$ cat config.mk
export PLATFORM = sky130hd
export DESIGN_NAME = buffered_loopback
export DESIGN_NICKNAME = d
export VERILOG_FILES = /design/src/rtl/buffered_loopback.sv
export SDC_FILE = /design/constraint.sdc
export NUM_CORES = 1
export LEC_CHECK = 0
export BUFFER_PORTS_ARGS = -buffer_cell sky130_fd_sc_hd__clkbuf_2
export CAP_MARGIN = 20
export CORE_MARGIN = 3
export CORE_UTILIZATION = 28
export CTS_CLUSTER_DIAMETER = 120
export DETAILED_ROUTE_END_ITERATION = 10
export PLACE_DENSITY_LB_ADDON = 0.1
export SYNTH_ARGS = -nofsm -noshare
export SYNTH_HDL_FRONTEND = slang
export SYNTH_SLANG_ARGS = --single-unit
export TNS_END_PERCENT = 5
$ cat constraint.sdc
create_clock -name clk -period 2.78 [get_ports clk]
set_clock_uncertainty 0.15 [all_clocks]
set_input_delay 0 -clock clk [delete_from_list [all_inputs] [get_ports clk]]
set_output_delay 0 -clock clk [all_outputs]
set_load 0.005 [all_outputs]
$ cat src/rtl/buffered_loopback.sv
// buffered_loopback
// Receives words from a UART receiver, optionally transforms them, buffers
// them in a FIFO and feeds them to a UART transmitter one word at a time.
//
// Parameters
//   WIDTH  data word width in bits (1..32)
//   DEPTH  FIFO entries, power of two, at least 2
//   CW     width of the fill-count output
//
// Ports
//   clk        single clock, all state updates on its rising edge
//   reset_     asynchronous active-low reset
//   rx_data    received word, valid while rx_valid is high
//   rx_valid   single-cycle receive strobe
//   mode       0 pass, 1 invert, 2 increment, 3 discard
//   tx_busy    transmitter busy indication
//   ovf_clear  synchronous clear of the overflow flag
//   tx_data    registered word to the transmitter
//   tx_valid   single-cycle transmit strobe
//   count      FIFO fill level, 0..DEPTH
//   overflow   sticky flag, set when a word is lost to a full FIFO
module buffered_loopback #(
    parameter int WIDTH = 8,
    parameter int DEPTH = 16,
    parameter int CW    = $clog2(DEPTH) + 1
) (
    input  logic             clk,
    input  logic             reset_,
    input  logic [WIDTH-1:0] rx_data,
    input  logic             rx_valid,
    input  logic [1:0]       mode,
    input  logic             tx_busy,
    input  logic             ovf_clear,
    output logic [WIDTH-1:0] tx_data,
    output logic             tx_valid,
    output logic [CW-1:0]    count,
    output logic             overflow
);

    localparam int AW = $clog2(DEPTH);
    localparam logic [CW-1:0] FULL_LEVEL = CW'(DEPTH);

    typedef enum logic [1:0] {
        IDLE,
        ACK,
        DRAIN
    } state_t;

    state_t           r_state;
    logic [WIDTH-1:0] r_txData;
    logic             r_txValid;
    logic [CW-1:0]    r_count;
    logic             r_overflow;
    logic [AW-1:0]    r_wrPtr;
    logic [AW-1:0]    r_rdPtr;
    logic [WIDTH-1:0] r_mem [DEPTH];

    logic [WIDTH-1:0] w_xform;
    logic             w_push;
    logic             w_pop;
    logic             w_full;
    logic             w_accept;
    logic             w_ovfSet;

    // Transform the incoming word with the mode sampled in the same cycle.
    always_comb begin
        w_xform = rx_data;
        case (mode)
            2'd1:    w_xform = ~rx_data;
            2'd2:    w_xform = rx_data + WIDTH'(1);
            default: w_xform = rx_data;
        endcase
    end

    // A pop frees a slot in the same cycle, so a push into a full FIFO is
    // only lost when no pop happens alongside it.
    always_comb begin
        w_push   = rx_valid && (mode != 2'd3);
        w_pop    = (r_state == IDLE) && (r_count != '0) && !tx_busy;
        w_full   = (r_count == FULL_LEVEL);
        w_accept = w_push && (!w_full || w_pop);
        w_ovfSet = w_push && w_full && !w_pop;
    end

    // Storage is intentionally left out of reset; pointers alone define
    // which entries are meaningful.
    always_ff @(posedge clk) begin
        if (w_accept) begin
            r_mem[r_wrPtr] <= w_xform;
        end
    end

    always_ff @(posedge clk or negedge reset_) begin
        if (!reset_) begin
            r_wrPtr    <= '0;
            r_rdPtr    <= '0;
            r_count    <= '0;
            r_overflow <= 1'b0;
        end else begin
            if (w_accept) begin
                r_wrPtr <= r_wrPtr + AW'(1);
            end
            if (w_pop) begin
                r_rdPtr <= r_rdPtr + AW'(1);
            end
            case ({w_accept, w_pop})
                2'b10:   r_count <= r_count + CW'(1);
                2'b01:   r_count <= r_count - CW'(1);
                default: r_count <= r_count;
            endcase
            // A new overflow takes priority over a clear in the same cycle.
            if (w_ovfSet) begin
                r_overflow <= 1'b1;
            end else if (ovf_clear) begin
                r_overflow <= 1'b0;
            end
        end
    end

    // Transmit handshake: send one word from IDLE, then wait for the
    // transmitter to go busy and come back before sending the next.
    always_ff @(posedge clk or negedge reset_) begin
        if (!reset_) begin
            r_state   <= IDLE;
            r_txData  <= '0;
            r_txValid <= 1'b0;
        end else begin
            r_txValid <= 1'b0;
            case (r_state)
                IDLE: begin
                    if (w_pop) begin
                        r_txData  <= r_mem[r_rdPtr];
                        r_txValid <= 1'b1;
                        r_state   <= ACK;
                    end
                end
                ACK: begin
                    if (tx_busy) begin
                        r_state <= DRAIN;
                    end
                end
                DRAIN: begin
                    if (!tx_busy) begin
                        r_state <= IDLE;
                    end
                end
                default: r_state <= IDLE;
            endcase
        end
    end

    assign tx_data  = r_txData;
    assign tx_valid = r_txValid;
    assign count    = r_count;
    assign overflow = r_overflow;

endmodule
==> impl_metrics.tcl, run 1 <==
set metrics [dict create \
    synth_commonest_cells "edfxtp_1 (128), mux4_2 (31), dfrtp_1 (25)" \
    cts_setup_buffers 0 \
    start_kind "flip-flop" \
    hpwl_um 9756 \
    r2r_start "r_state[1]" \
    yosysWarnings 0 \
    critPathArrivalTime_ns 2.78 \
    rrSetupSlack_ns 0.21 \
    die_area_um2 25250 \
    cp.required_ns 2.99 \
    io_pins 30 \
    vias_per_cell 4.619 \
    synth.distinct_cells 51 \
    yosysTopAreaCell "edfxtp_1" \
    synth_top_cell_area_share 0.5872 \
    rows 55 \
    routabilityCongestion 0.7179 \
    core_um2 22780 \
    grt_overflow 0 \
    report.final.slew_viol_count 0 \
    ir_drop_mv 0.4581 \
    grt_pass1_wl_um 22900 \
    clk_latency_ns 0.42 \
    grt_use_total 0.1228 \
    yosys-top-cells-area "edfxtp_1 (59%), mux4_2 (11%), dfrtp_1 (9.6%), mux2i_1 (2.6%), ha_1 (2.1%)" \
    clk_pin_slew_ns 0.06 \
    max-slew-margin-rel 0.4829 \
    area_growth_pct 20.64 \
    fin_crit_sh 0.9261 \
    fin_nets 475 \
    cts_tree "done" \
    fin_crit_ns 2.575 \
    drt-pass1-iter-count 4 \
    syn_area_per_cell_um2 16.92 \
    crit_type "flip-flop to flip-flop" \
    synth-async-reset-ratio 0.1634 \
    ys_ff_latch 153 \
    die_height_um 158.9 \
    status "finished, violations left" \
    root_buffer "clkbuf_16" \
    synth_cells 387 \
    htreeDepth 4 \
    min_path_cells 3 \
    powerDensity_nw_per_um2 957.8 \
    n_antenna_cell 0 \
    endpoint "count[4]" \
    cts_sinks 153 \
    synthFlopType "edfxtp_1" \
    worstPathMaxFanout 4 \
    setup_viol 0 \
    cts_buffers 17 \
    routed_wl_um 14800 \
    rsz0062_at_grt "no" \
    port-buffer-count 29 \
    tightest_slew_ns 0.7756 \
    max_cap_violations 0 \
    hp-class "input port to flip-flop" \
    syn-num-nets 413 \
    post_drt_wl_per_cell_um 19.09 \
    timing.setup.tns_ns 0 \
    drc 0 \
    syn_area_um2 6546 \
    grt_antenna_before_repair 0 \
    start_util 0.2874 \
    r2r_cells 8 \
    worst_setup_path_end_kind "flip-flop" \
    cp-startpoint "r_state[1]" \
    nFillCells 2182 \
    worst_r2r_endpoint "count[4]" \
    grt_pass1_vias 3745 \
    clock_path_buffers 2 \
    vias 3580 \
    max_freq_mhz 388.4 \
    yosysSeqAreaShare 0.6827 \
    antenna_left 0 \
    drive_gt1_frac 0.3052 \
    post-synth-top-count-cell "edfxtp_1" \
    leakagePower_nw 2.776 \
    violations "hold timing" \
    synth_edf_count 128 \
    grt_max_degree 33 \
    fp.dieW_um 158.9 \
    drtIter0Drc 280 \
    finalHoldViolations 16 \
    whs_ns -0.007048 \
]
## worst min-delay path by stage
stage                           from          end  slack, ns
after floorplan               reset_     count[0]      -0.45
after global placement        reset_   r_rdPtr[2]      -0.04
after detailed placement      reset_   r_rdPtr[2]      -0.03
after CTS                 rx_data[2]  r_mem[2][2]       0.02
after global routing      rx_data[3]  r_mem[1][3]     0.0003
final                     rx_data[3]  r_mem[2][3]     -0.007
## layout make-up
type	instances	area, µm²	area share
sequential	153	4469	0.5659
multi-input combinational	199	1969	0.2494
timing repair buffer	63	444.2	0.05624
clock buffer	17	425.4	0.05387
tap	313	391.6	0.04959
clock inverter	15	141.4	0.01790
inverter	15	56.30	0.007129
## what timing repair did
| action | in CTS | in global routing |
|---|---|---|
| endpoints found under the hold margin | 43 | 0 |
| gates resized for setup | 0 | 1 |
| hold buffers | 5 | 0 |
| endpoints found under the setup margin | 0 | 1 |
## sequential cells by signal, indices dropped and copies added, names as in the netlist
name,cells
tx_data,8
r_wrPtr,4
tx_valid,1
r_state,2
count,5
r_mem,128
overflow,1
r_rdPtr,4
## layout by cell type, fill, tap and decap left out, drive strengths merged, types with 2 or more instances in the layout
cell           n
clkinvlp       4
clkbuf        47
nand3          6
xnor2          9
mux2i         17
nand2         21
nor4           7
clkinv         4
mux4          31
nor2b          3
a221o          4
nand2b         4
ha            11
dlygate4sd3    5
nor2          18
and2           9
a21oi          5
a211oi         2
or4            2
nor3           5
or3            2
xor2           2
dfrtp         25
inv           21
nor3b          2
buf           28
o221ai         7
nand4          3
mux2           4
o21ai          7
o31ai          5
edfxtp       128
## logic make-up after synthesis
| family | share of synthesized area |
|---|---|
| flops | 0.6827 |
| simple gates | 0.06747 |
| mux | 0.1395 |
| compound gates | 0.05123 |
| buf+inv | 0.02332 |
| xor+xnor | 0.01472 |
| fa+ha+maj | 0.02102 |
## per-layer routing
layer / vias up / wire length (µm) / track usage
met5: - / 0 / 0
met4: 0 / 128 / 0.03343
met3: 9 / 483 / 0.03105
met2: 59 / 7092 / 0.1942
met1: 1859 / 7091 / 0.1695
li1: 1653 / - / -
## power by group
group / internal, mW / switching (mW) / total, mW
clock: 1.25 / 0.954 / 2.20
combinational: 1.07 / 1.23 / 2.30
sequential: 2.84 / 0.222 / 3.06
total: 5.15 / 2.41 / 7.56
## per-stage QoR
step	total power, mW	area (µm²)	worst slack, ns	instances	util
floorplan	4.588	6546	0.002165	387	-
global placement	5.450	7262	0.1414	737	0.3188
detailed placement	5.474	7262	0.1176	737	0.3188
CTS	7.705	7879	0.1080	774	0.3459
global route	8.053	7898	0.05551	775	0.3467
finish	7.564	7898	0.2053	775	0.3467
## worst max-delay path, cell delays in order (launching register included)
cell	delay, ns
dfrtp_1	0.42
or3_1	0.35
a211oi_2	0.22
xnor2_1	0.10
ha_1	0.22
o31a_1	0.25
or4_4	0.41
or3_1	0.31
nand3_1	0.08
No activity file was read; power rests on OpenSTA's default activity.
==> inputs of run 2 (changes only) <==
Settings changed: BUFFER_PORTS_ARGS -buffer_cell sky130_fd_sc_hd__clkbuf_2 to default, DONT_BUFFER_PORTS from default to 1.
==> run 2 against run 1 <==
Against the previous run: the flow now finishes without violations; sequential share of layout area up 0.92 points; utilization down 0.54 points; fmax down 1.5%; register-to-register slack worse by 0.04 ns; global-route usage up 0.057 points; final cell count down 3.2%; die area unchanged; worst hold slack better by 0.061 ns; largest cell class unchanged; setup slack worse by 0.039 ns; clock-buffer cell count up 3; critical endpoint unchanged.
==> impl_metrics.tcl, run 2 (synthesis results as in run 1) <==
set metrics [dict create \
    status "finished clean" \
    fp.dieW_um 158.9 \
    drive_gt1_frac 0.2426 \
    tightest_slew_ns 0.7589 \
    worst_setup_path_end_kind "flip-flop" \
    clk_pin_slew_ns 0.06 \
    powerDensity_nw_per_um2 951.1 \
    clock_path_buffers 2 \
    max_freq_mhz 382.6 \
    fin_crit_ns 2.613 \
    ir_drop_mv 0.4171 \
    seqCellArea_um2 4471 \
    grt_antenna_before_repair 0 \
    r2r_start "count[1]" \
    io_pins 30 \
    grt_pass1_wl_um 23200 \
    htreeDepth 4 \
    met3_length_um 626 \
    slowest_stage "dfrtp_1" \
    vias 3488 \
    nFillCells 2179 \
    drt-pass1-iter-count 4 \
    fin_nets 451 \
    rrSetupSlack_ns 0.17 \
    r2r_cells 8 \
    max_cap_violations 0 \
    cts_buffers 17 \
    critPathArrivalTime_ns 2.81 \
    regMostFlops "r_mem" \
    dr_wl_met2_um 6777 \
    cts_tree "done" \
    routed_wl_um 14980 \
    cp_cell_sequence "nor4_4 > a211oi_2 > xnor2_1 > ha_1 > o31a_1 > or4_4 > or3_1 > nand3_1" \
    largest_reg_flops 128 \
    setup_viol 0 \
    multi_input_area_um2 1969 \
    rows 55 \
    post_drt_wl_per_cell_um 19.98 \
    antenna_left 0 \
    top_layer "met4" \
    comb_power_share 0.290 \
    critPathMaxStageDelay_ns 0.48 \
    start_kind "flip-flop" \
    whs_ns 0.05364 \
    cp-startpoint "count[1]" \
    worstPathMaxFanout 7 \
    drc 0 \
    leakagePower_nw 2.672 \
    rsz0062_at_grt "no" \
    hp-class "input port to flip-flop" \
    vias_per_cell 4.651 \
    die_area_um2 25250 \
    p_clk_frac 0.290 \
    final_common_cell "edfxtp_1" \
    max-slew-margin-rel 0.4898 \
    clk_latency_ns 0.41 \
    p_sw_mw 2.287 \
    die_height_um 158.9 \
    cts_sinks 153 \
    routabilityCongestion 0.7305 \
    finalHoldViolations 0 \
    crit_type "flip-flop to flip-flop" \
    hpwl_um 9984 \
    grt_overflow 0 \
    worst_r2r_endpoint "count[4]" \
    timing.setup.tns_ns 0 \
    root_buffer "clkbuf_16" \
    grt_use_total 0.1233 \
    report.final.slew_viol_count 0 \
    cp.required_ns 2.98 \
    endpoint "count[4]" \
    grt_max_degree 33 \
    grt_pass1_vias 3701 \
    port-buffer-count 0 \
    seqPwrFrac 0.420 \
    sw_frac_of_total 0.3094 \
    layout_common_cells "edfxtp_1 (128), mux4_2 (31), buf_4 (27)" \
    fin_crit_sh 0.9401 \
    p_int_mw 5.106 \
    drtIter0Drc 281 \
    start_util 0.2874 \
    area_growth_pct 18.75 \
    n_antenna_cell 0 \
    wl_met1_um 7446 \
    core_um2 22780 \
]
-- run 2: cell count changes in the layout (fill, tap and decap cells not counted), moves of 2 or more --
cell and delta:
clkbuf_2 -29, dlygate4sd3_1 +5, inv_6 -5, clkbuf_1 +3, clkinv_1 +3, clkinvlp_4 -3, clkinv_2 +2
-- run 2: worst max-delay path, delay by kind of cell, from the launching register on --
kind            cells  cell delay [ns]
flops               1             0.48
fa+ha+maj           1             0.23
simple gates        4             1.16
xor+xnor            1             0.15
compound gates      2             0.38
-- run 2: worst min-delay path by stage --
stage,to,startpoint,slack [ns],cells after the start
4_1_cts,count[4],mode[1],0.04,5
3_3_place_gp,tx_data[6],reset_,-0.44,0
5_1_grt,count[4],mode[1],0.08,5
2_1_floorplan,count[0],reset_,-0.45,0
6_report,count[4],mode[1],0.05,5
3_5_place_dp,r_rdPtr[0],reset_,-0.44,0
-- run 2: repair_timing --
| item | 4_1_cts | 5_1_grt |
|---|---|---|
| endpoints found under the hold margin | 99 | 0 |
| buffers inserted | 0 | 0 |
| setup endpoints to repair | 0 | 1 |
| hold buffers | 12 | 0 |
| gates resized for setup | 0 | 1 |
-- run 2: layout make-up --
cell class / instances / area share
Multi-Input combinational cell: 199 / 0.2533
Clock inverter: 11 / 0.01368
Sequential cell: 153 / 0.5751
Inverter: 15 / 0.007243
Tap cell: 313 / 0.05038
Timing Repair Buffer: 39 / 0.04410
Clock buffer: 20 / 0.05617
-- run 2: power by group through the flow --
stage | registers [mW] | logic (mW) | clock network (mW)
after global routing | 3.14 | 2.38 | 2.32
after CTS | 3.11 | 2.21 | 2.21
after detailed placement | 3.15 | 2.18 | 0
after floorplan | 3.02 | 1.56 | 0
final | 3.10 | 2.14 | 2.15
after global placement | 3.15 | 2.16 | 0
-- run 2: routing by layer --
metal,GRT usage,vias up
met2,0.1842,73
met5,0,-
li1,-,1601
met1,0.1786,1804
met3,0.03209,10
met4,0.03462,0
-- run 2: through the flow --
step	cell area, µm²	util	total power, mW	cells	setup WS (ns)
3_5_place_dp	7086	0.3111	5.333	707	0.08977
6_report	7774	0.3413	7.393	750	0.1666
5_1_grt	7774	0.3413	7.839	750	0.05247
2_1_floorplan	6546	-	4.588	387	0.002165
4_1_cts	7769	0.3411	7.530	750	0.07362
3_3_place_gp	7071	0.3104	5.309	705	0.1435
